<file path="src/rtl/bipolar_to_twos_pkg.sv">
// -----------------------------------------------------------------------------
// bipolar_to_twos_pkg
//   Shared accelerator definitions for the bipolar-to-two's-complement
//   converter: the pairing FSM state encoding and the phase-plane constants
//   carried on in_phase.
// -----------------------------------------------------------------------------
package bipolar_to_twos_pkg;

    // Pairing FSM: wait for the positive plane, wait for the negative plane,
    // then hold the result until downstream takes it.
    typedef enum logic [1:0] {
        WAIT_P = 2'd0,
        WAIT_N = 2'd1,
        OUT    = 2'd2
    } b2t_state_e;

    // in_phase encoding
    localparam logic PHASE_P = 1'b0;
    localparam logic PHASE_N = 1'b1;

endpackage : bipolar_to_twos_pkg

</file>
<file path="src/rtl/bipolar_lane_sub.sv">
// -----------------------------------------------------------------------------
// bipolar_lane_sub
//   One lane of the bipolar combine: zero-extends both unsigned magnitudes by
//   one bit and subtracts. With magBits+1 result bits the difference always
//   fits (|p - n| <= 2^magBits - 1), so no saturation is needed.
//
// Ports
//   i_p     in   [magBits-1:0]  positive-plane magnitude
//   i_n     in   [magBits-1:0]  negative-plane magnitude
//   o_twos  out  signed [magBits:0]  p - n in two's complement
// -----------------------------------------------------------------------------
module bipolar_lane_sub #(
    parameter int magBits = 4
) (
    input  logic        [magBits-1:0] i_p,
    input  logic        [magBits-1:0] i_n,
    output logic signed [magBits:0]   o_twos
);

    logic signed [magBits:0] w_p_ext;
    logic signed [magBits:0] w_n_ext;

    assign w_p_ext = $signed({1'b0, i_p});
    assign w_n_ext = $signed({1'b0, i_n});
    assign o_twos  = w_p_ext - w_n_ext;

endmodule : bipolar_lane_sub

</file>
<file path="src/rtl/bipolar_to_twos.sv">
// -----------------------------------------------------------------------------
// bipolar_to_twos
//   Combines a positive-plane beat (p) and a negative-plane beat (n) of
//   unsigned per-lane magnitudes into a signed two's-complement result
//   p - n per lane. In unsigned mode only the p beat is sent and the result
//   is zext(p). Valid/ready handshakes on both sides; one result register
//   that is reloaded in the same cycle it is consumed, so back-to-back
//   unsigned beats stream at one result per cycle.
//
// Ports
//   clk              in   rising-edge clock
//   nrst             in   asynchronous active-low reset
//   unsigned_inputs  in   1 = p-only pairs (sampled with the p beat)
//   in_valid         in   input beat valid
//   in_ready         out  beat accepted this cycle when in_valid is high
//   in_phase         in   0 = positive plane, 1 = negative plane
//   in_mag           in   [numLanes][magBits] unsigned magnitudes
//   out_valid        out  result valid
//   out_ready        in   downstream takes the result
//   out_twos         out  signed [numLanes][magBits+1] results
//   phase_err        out  one-cycle pulse on an out-of-order phase beat
// -----------------------------------------------------------------------------
module bipolar_to_twos #(
    parameter int magBits  = 4,
    parameter int numLanes = 1
) (
    input  logic                                 clk,
    input  logic                                 nrst,
    input  logic                                 unsigned_inputs,
    input  logic                                 in_valid,
    output logic                                 in_ready,
    input  logic                                 in_phase,
    input  logic        [numLanes-1:0][magBits-1:0] in_mag,
    output logic                                 out_valid,
    input  logic                                 out_ready,
    output logic signed [numLanes-1:0][magBits:0]   out_twos,
    output logic                                 phase_err
);

    import bipolar_to_twos_pkg::*;

    b2t_state_e                            r_state;
    b2t_state_e                            w_state_nxt;
    logic        [numLanes-1:0][magBits-1:0] r_p;
    logic        [numLanes-1:0][magBits-1:0] w_p_nxt;
    logic signed [numLanes-1:0][magBits:0]   r_twos;
    logic signed [numLanes-1:0][magBits:0]   w_twos_nxt;
    logic                                  r_perr;
    logic                                  w_perr_nxt;

    logic        [numLanes-1:0][magBits:0]   w_diff;
    logic        [numLanes-1:0][magBits:0]   w_zext;
    logic                                  w_accept;

    // Per-lane combine of the stored p with the incoming n magnitude.
    for (genvar l = 0; l < numLanes; l++) begin : g_lane
        bipolar_lane_sub #(
            .magBits (magBits)
        ) u_sub (
            .i_p    (r_p[l]),
            .i_n    (in_mag[l]),
            .o_twos (w_diff[l])
        );
        assign w_zext[l] = {1'b0, in_mag[l]};
    end

    // While holding a result we can only take a new beat if the held one
    // leaves in the same cycle.
    assign in_ready  = (r_state != OUT) || out_ready;
    assign out_valid = (r_state == OUT);
    assign w_accept  = in_valid && in_ready;

    // -------------------------------------------------------------------------
    // Next-state / datapath-load logic
    // -------------------------------------------------------------------------
    always_comb begin
        w_state_nxt = r_state;
        w_p_nxt     = r_p;
        w_twos_nxt  = r_twos;
        w_perr_nxt  = 1'b0;

        unique case (r_state)
            WAIT_P, OUT: begin
                // Held result leaves; a same-cycle p beat below may
                // immediately start the next pair.
                if (r_state == OUT && out_ready) begin
                    w_state_nxt = WAIT_P;
                end
                if (w_accept) begin
                    if (in_phase == PHASE_P) begin
                        w_p_nxt = in_mag;
                        if (unsigned_inputs) begin
                            w_twos_nxt  = w_zext;
                            w_state_nxt = OUT;
                        end else begin
                            w_state_nxt = WAIT_N;
                        end
                    end else begin
                        // n without a pending p: drop it and flag.
                        w_perr_nxt = 1'b1;
                    end
                end
            end

            WAIT_N: begin
                if (w_accept) begin
                    if (in_phase == PHASE_N) begin
                        w_twos_nxt  = w_diff;
                        w_state_nxt = OUT;
                    end else begin
                        // A second p replaces the first; still waiting for n.
                        w_p_nxt    = in_mag;
                        w_perr_nxt = 1'b1;
                    end
                end
            end

            default: begin
                w_state_nxt = WAIT_P;
            end
        endcase
    end

    // -------------------------------------------------------------------------
    // State and data registers
    // -------------------------------------------------------------------------
    always_ff @(posedge clk or negedge nrst) begin
        if (!nrst) begin
            r_state <= WAIT_P;
            r_p     <= '0;
            r_twos  <= '0;
            r_perr  <= 1'b0;
        end else begin
            r_state <= w_state_nxt;
            r_p     <= w_p_nxt;
            r_twos  <= w_twos_nxt;
            r_perr  <= w_perr_nxt;
        end
    end

    assign out_twos  = r_twos;
    assign phase_err = r_perr;

endmodule : bipolar_to_twos

</file>
<file path="config.mk">
export PLATFORM = sky130hd
export DESIGN_NAME = bipolar_to_twos
export DESIGN_NICKNAME = d
export VERILOG_FILES = /design/src/rtl/bipolar_to_twos_pkg.sv /design/src/rtl/bipolar_lane_sub.sv /design/src/rtl/bipolar_to_twos.sv
export SDC_FILE = /design/constraint.sdc
export NUM_CORES = 1
export LEC_CHECK = 0
export CORE_MARGIN = 8
export CORE_UTILIZATION = 45
export CTS_CLUSTER_DIAMETER = 100
export DETAILED_ROUTE_END_ITERATION = 12
export GPL_TIMING_DRIVEN = 0
export PLACE_DENSITY_LB_ADDON = 0.3
export SYNTH_ARGS = -nofsm -noshare
export SYNTH_HDL_FRONTEND = slang
export SYNTH_SLANG_ARGS = --single-unit
export TNS_END_PERCENT = 50
</file>
<file path="constraint.sdc">
create_clock -name clk -period 2.99 [get_ports clk]
set_input_delay 0.598 -clock clk [delete_from_list [all_inputs] [get_ports clk]]
set_output_delay 0.598 -clock clk [all_outputs]
set_load 0.01 [all_outputs]
</file>
Yosys cells after proc, flatten, opt, wreduce, memory -nomap -nowiden
Cells that the tools add are included.
{ "totals": {"output_inout_bits": 8, "reg_bits": 12, "in_bits": 10, "wordCells": 42} }
{ "op_classes": {"muxes": 18, "bitwise_logic": 1, "reduce_logical": 10, "n_eq_ne": 8, "n_addsub": 1} }
{ "ops": {"columns": ["cell", "n"], "rows": [
  ["5-bit two-way mux", 5],
  ["2-bit two-way mux", 6],
  ["2-bit != test, second input constant", 6],
  ["5-bit case mux with 2 select lines", 1],
  ["6-bit AND reduction", 1],
  ["4-bit by 4-bit subtractor with 5-bit output", 1],
  ["1-bit two-way mux", 4],
  ["2-bit case mux with 2 select lines", 1],
  ["3-bit AND reduction", 1],
  ["3-bit OR reduction", 1],
  ["2-bit by 1-bit == test with 1-bit output, second input constant", 1],
  ["2-bit == test, second input constant", 1],
  ["1-bit logical AND", 2],
  ["2-bit zero test", 1],
  ["1-bit case mux with 2 select lines", 1],
  ["2-bit AND reduction", 1],
  ["2-bit nonzero test", 1],
  ["2-bit OR reduction", 1],
  ["1-bit logical OR", 1],
  ["1-bit inverter", 1]
]} }

Logic depth before layout (Yosys ltp)
{ "logic_depth": {"word_depth": 6, "mapped_depth": 8, "mapped_depth_nobuf": 8} }

By module
Synthesis repeated with hierarchy kept, for this count alone.
{ "hier_totals": {"cells_unflattened": 67, "area_unflattened_um2": 762.0} }
{ "by_module_without_submodules": {"columns": ["module", "area_per_inst_um2", "instances", "cells_each", "seq_area_each_um2"], "rows": [
  ["bipolar_to_twos", 624.3, 1, 50, 300.3],
  ["bipolar_lane_sub", 137.6, 1, 17, 0.0]
]} }

Least setup slack after synthesis
Ideal clock, no wire load.
{ "synth_timing": {"path_type": "register -> register", "from": "register r_state[0]", "to": "register r_twos (netlist bit out_twos[3])", "required_ns": 2.853, "synth_period_minus_slack_ns": 1.815, "path_stages_with_launch": 8, "path_buffers": 0, "arrival_ns": 1.678, "slack_ns": 1.175, "cell_sequence": "dfrtp_1 or2b_4 inv_1 ha_1 and2b_1 o221ai_2 mux2i_1 o31ai_1"} }
{ "synth_between": {"elab_chain_cells": 5, "elab_cells_between_ends": 15, "cone_classes": "eq/ne (8); mux (1); reduce/logical (6)"} }
{ "synth_lines": {"columns": ["element", "line", "text"], "rows": [
  ["start, declared", "bipolar_to_twos.sv:42", "b2t_state_e r_state;"],
  ["start signal, assigned", "bipolar_to_twos.sv:134", "r_state <= w_state_nxt;"],
  ["2-bit != test", "bipolar_to_twos.sv:69", "assign in_ready = (r_state != OUT) || out_ready;"],
  ["1-bit logical OR", "bipolar_to_twos.sv:69", null],
  ["1-bit logical AND", "bipolar_to_twos.sv:71", "assign w_accept = in_valid && in_ready;"],
  ["2-bit != test (no source line)", null, null],
  ["6-bit AND reduction (no source line)", null, null],
  ["end signal, assigned", "bipolar_to_twos.sv:136", "r_twos <= w_twos_nxt;"],
  ["end, declared", "bipolar_to_twos.sv:46", "logic signed [numLanes-1:0][magBits:0] r_twos;"]
]} }
Several ways; a longest one is shown, not always the timed one.
A chain may end at the register's enable or synchronous reset.

Worst setup path in the final report
{ "layout_timing": {"from": "input out_ready", "to": "output in_ready"} }
{ "layout_between": {"elab_chain_cells": 1} }
{ "layout_lines": {"columns": ["element", "line", "text"], "rows": [
  ["start, declared", "bipolar_to_twos.sv:35", "input logic out_ready,"],
  ["1-bit logical OR", "bipolar_to_twos.sv:69", null],
  ["end, declared", "bipolar_to_twos.sv:31", "output logic in_ready,"]
]} }
Every way passes these cells.

==> results.md <==
* Max-cap violations at 0
* Metal3 WL at 91 um
* Final std cells w/o fill at 110
* Main flop type after synthesis: dfrtp_1
* Critical Path Stages at 4
* Detailed router's first-iteration violation count at 10
* Number of synthesized flops with an enable pin at 0
* H-Tree Depth at 1
* FF-to-FF End: out_twos[3]
* Area Growth Syn to Fin at 31.59%
* Gr usage total at 9.355%
* Mapped Area at 716.9 sq um
* Clk root buf: clkbuf_4
* Largest stage delay, worst path at 0.53 ns
* Worst setup path class: primary input to primary output
* Crit path top cell by count: clkdlybuf4s50_1
* Min Hold Slack at 0.4806 ns
* Fin crit share at 79.10%
* DRC errors left at 0
* Final Net Count at 111
* Syn nets at 89
* Critical path's top delay family: buffers and inverters
* IR drop worst, VDD at 0.0003776 V
* Placed Cells at 106
* Starting Density at 47.59%
* Fin. max-slew vios at 0
* Port Buf Inserts at 17
* Highest routed layer: met4
* Core area at 1506 sq um
* CTS hold repair buffers at 0
* Worst-skew pair later-pin latency at 0.28 ns
* Final WL at 1.373 mm
* Initial antenna violation count at 0
* Largest net degree at the start of global routing at 13
* Post-synth cell types at 25
* RR Startpoint: r_state[0]
* Startpoint Class: primary input
* Post-route setup TNS at 0 ns
* Via count of the first global-routing pass at 561
* Setup violators final at 0
* Die Ht at 55.92 um
* Reg2reg setup slack at 0.95 ns
* Critical Path RT at 2.39 ns
* I/O Pins at 18
* Total grt overflow at 0
* Fin worst setup slack at 0.6249 ns
* Clk sinks at 12
* LEAKAGE at 0.4489 nW
* Cell Rows at 14
* CP Max Fanout at 3
* Final hold vios at 0
* Via count at 579
* CTS Buffer Depth at 2
* WP data arrival at 1.77 ns
* Dpl ws at 0.6136 ns
* DP HPWL at 1.135 mm
* Worst-path cell chain: clkdlybuf4s50_1 -> inv_1 -> nand2_1 -> clkdlybuf4s50_1
* FMAX at 422.8 MHz
* DRT antenna net count at 0
* RSZ-0062 raised after global routing: no
* Post-CTS sizing at 0
* Met2 routed WL at 647 um
* Overall Power at 0.0005900 W
* Maximum clock skew at final layout at 0.009147 ns
* CTS buffer count at 3
* Worst path slowest cell: clkdlybuf4s50_1
* Critical path capture point type: primary output
* Post-synthesis async set-or-reset flop share at 100.0%
* WL per Instance at 12.48 um
* N_diodes at 0
* Post-Synthesis Mean Instance Area at 9.821 sq um
* First-pass GRT wire length at 2.415 mm
* First drt pass iteration count at 4
* Worst Setup SP: out_ready
* Routability cong. at 0.7967
* Critical Path Sink: in_ready
* CTS tree: yes
* Vias per cell at 5.264
* Seq/Total Area, Yosys at 41.88%
* Post-CTS Setup Bufs at 0
* Die footprint at 3126 sq um
* Buf/Inv on CP at 3
* Status: finished, final reports clean
* Metal1 wirelength at 625 um
* Rel. slew slack at 65.18%
* Pwr Density at 625.4 nW/um^2
* Synth Warn # at 0
* Final min period at 2.365 ns
* Worst-Margin Slew at 0.5206 ns
* R2r worst-path depth at 7
* Die W at 55.92 um
* Share of cells above drive strength 1 at 13.83%
* CTS clk-pin slew, worst paths at 0.08 ns
* Yosys reg bits at 12
* Cells after synthesis at 73
* Class of the worst hold path: register to register
-- area by class of cell --
class	count	area (sq um)
clock buffer	4	36.28
timing repair buffer	17	170.2
multi-input combinational	51	377.9
tap	16	20.02
inverter	9	33.78
sequential	12	300.3
buffer	1	5.005
fill	136	563.0
-- per-stage QoR --
step / utilization, % / area, sq um
floorplan: - / 716.9
global placement: 60.22 / 907.1
detailed placement: 60.22 / 907.1
CTS: 62.62 / 943.4
global route: 62.62 / 943.4
finish: 62.62 / 943.4
-- synthesized netlist by cell type (2+ instances only) --
library cell  count  area, sq um
dfrtp_1          12        300.3
mux2_2            4        45.04
o41ai_1           2        17.52
nor2b_1           2        12.51
inv_1             9        33.78
ha_1              5        62.56
a22oi_1           2        15.01
nand2_1           6        22.52
o21ai_0           6        30.03
a21oi_1           4        20.02
nor2_1            7        26.28
-- worst min-delay path by stage --
stage           startpoint     endpoint  slack, ns  cells after the start
6_report       out_twos[0]  out_twos[0]       0.48                      2
5_1_grt        out_twos[0]  out_twos[0]       0.51                      2
4_1_cts        out_twos[0]  out_twos[0]       0.49                      2
3_5_place_dp   out_twos[0]  out_twos[0]       0.47                      2
3_3_place_gp   out_twos[0]  out_twos[0]       0.46                      2
2_1_floorplan         nrst  out_twos[0]       0.30                      0
-- logic make-up (layout without fill, tap and decap cells) --
family          after synthesis  in the layout  share of synthesized area [%]
xor+xnor                      2              2                          2.444
flops                        12             12                          41.89
compound gates               19             19                          17.80
simple gates                 19             19                          13.26
fa+ha+maj                     6              6                          11.52
mux                           5              5                          7.678
buf+inv                      10             31                          5.409
-- flip-flops by register name, indices dropped and copies added, names as in the netlist --
| signal | count |
|---|---|
| out_twos | 5 |
| r_state | 2 |
| phase_err | 1 |
| r_p | 4 |
-- cells in the final DEF (no fill, tap or decap), types with 2 or more instances in the layout --
| master | Yosys | final |
|---|---|---|
| clkdlybuf4s50_1 | 0 | 17 |
| dfrtp_1 | 12 | 12 |
| inv_1 | 9 | 9 |
| nor2_1 | 7 | 7 |
| nand2_1 | 6 | 6 |
| o21ai_0 | 6 | 6 |
| ha_1 | 5 | 5 |
| mux2_2 | 4 | 4 |
| a21oi_1 | 4 | 4 |
| clkbuf_4 | 0 | 3 |
| nor2b_1 | 2 | 2 |
| o41ai_1 | 2 | 2 |
| a22oi_1 | 2 | 2 |
-- worst min-delay path: cells and delay by family, from the launching register on --
family	cells	cell delay (ns)
AOI/OAI and AO/OA	1	0.06
and+or+nand+nor	1	0.04
DFF	1	0.34
-- where the power goes --
group	switching [W]	leakage, nW	total (W)	internal, W
clock	0.0000530	0.0210	0.000127	0.0000741
combinational	0.000101	0.279	0.000229	0.000128
sequential	0.0000288	0.149	0.000234	0.000205
-- per-layer routing --
layer	vias to the layer above	GRT usage, %
met5	-	0
met4	0	2.062
met3	2	5.936
met2	11	14.10
met1	275	10.91
li1	291	-
(Power assumes the default switching activity.)
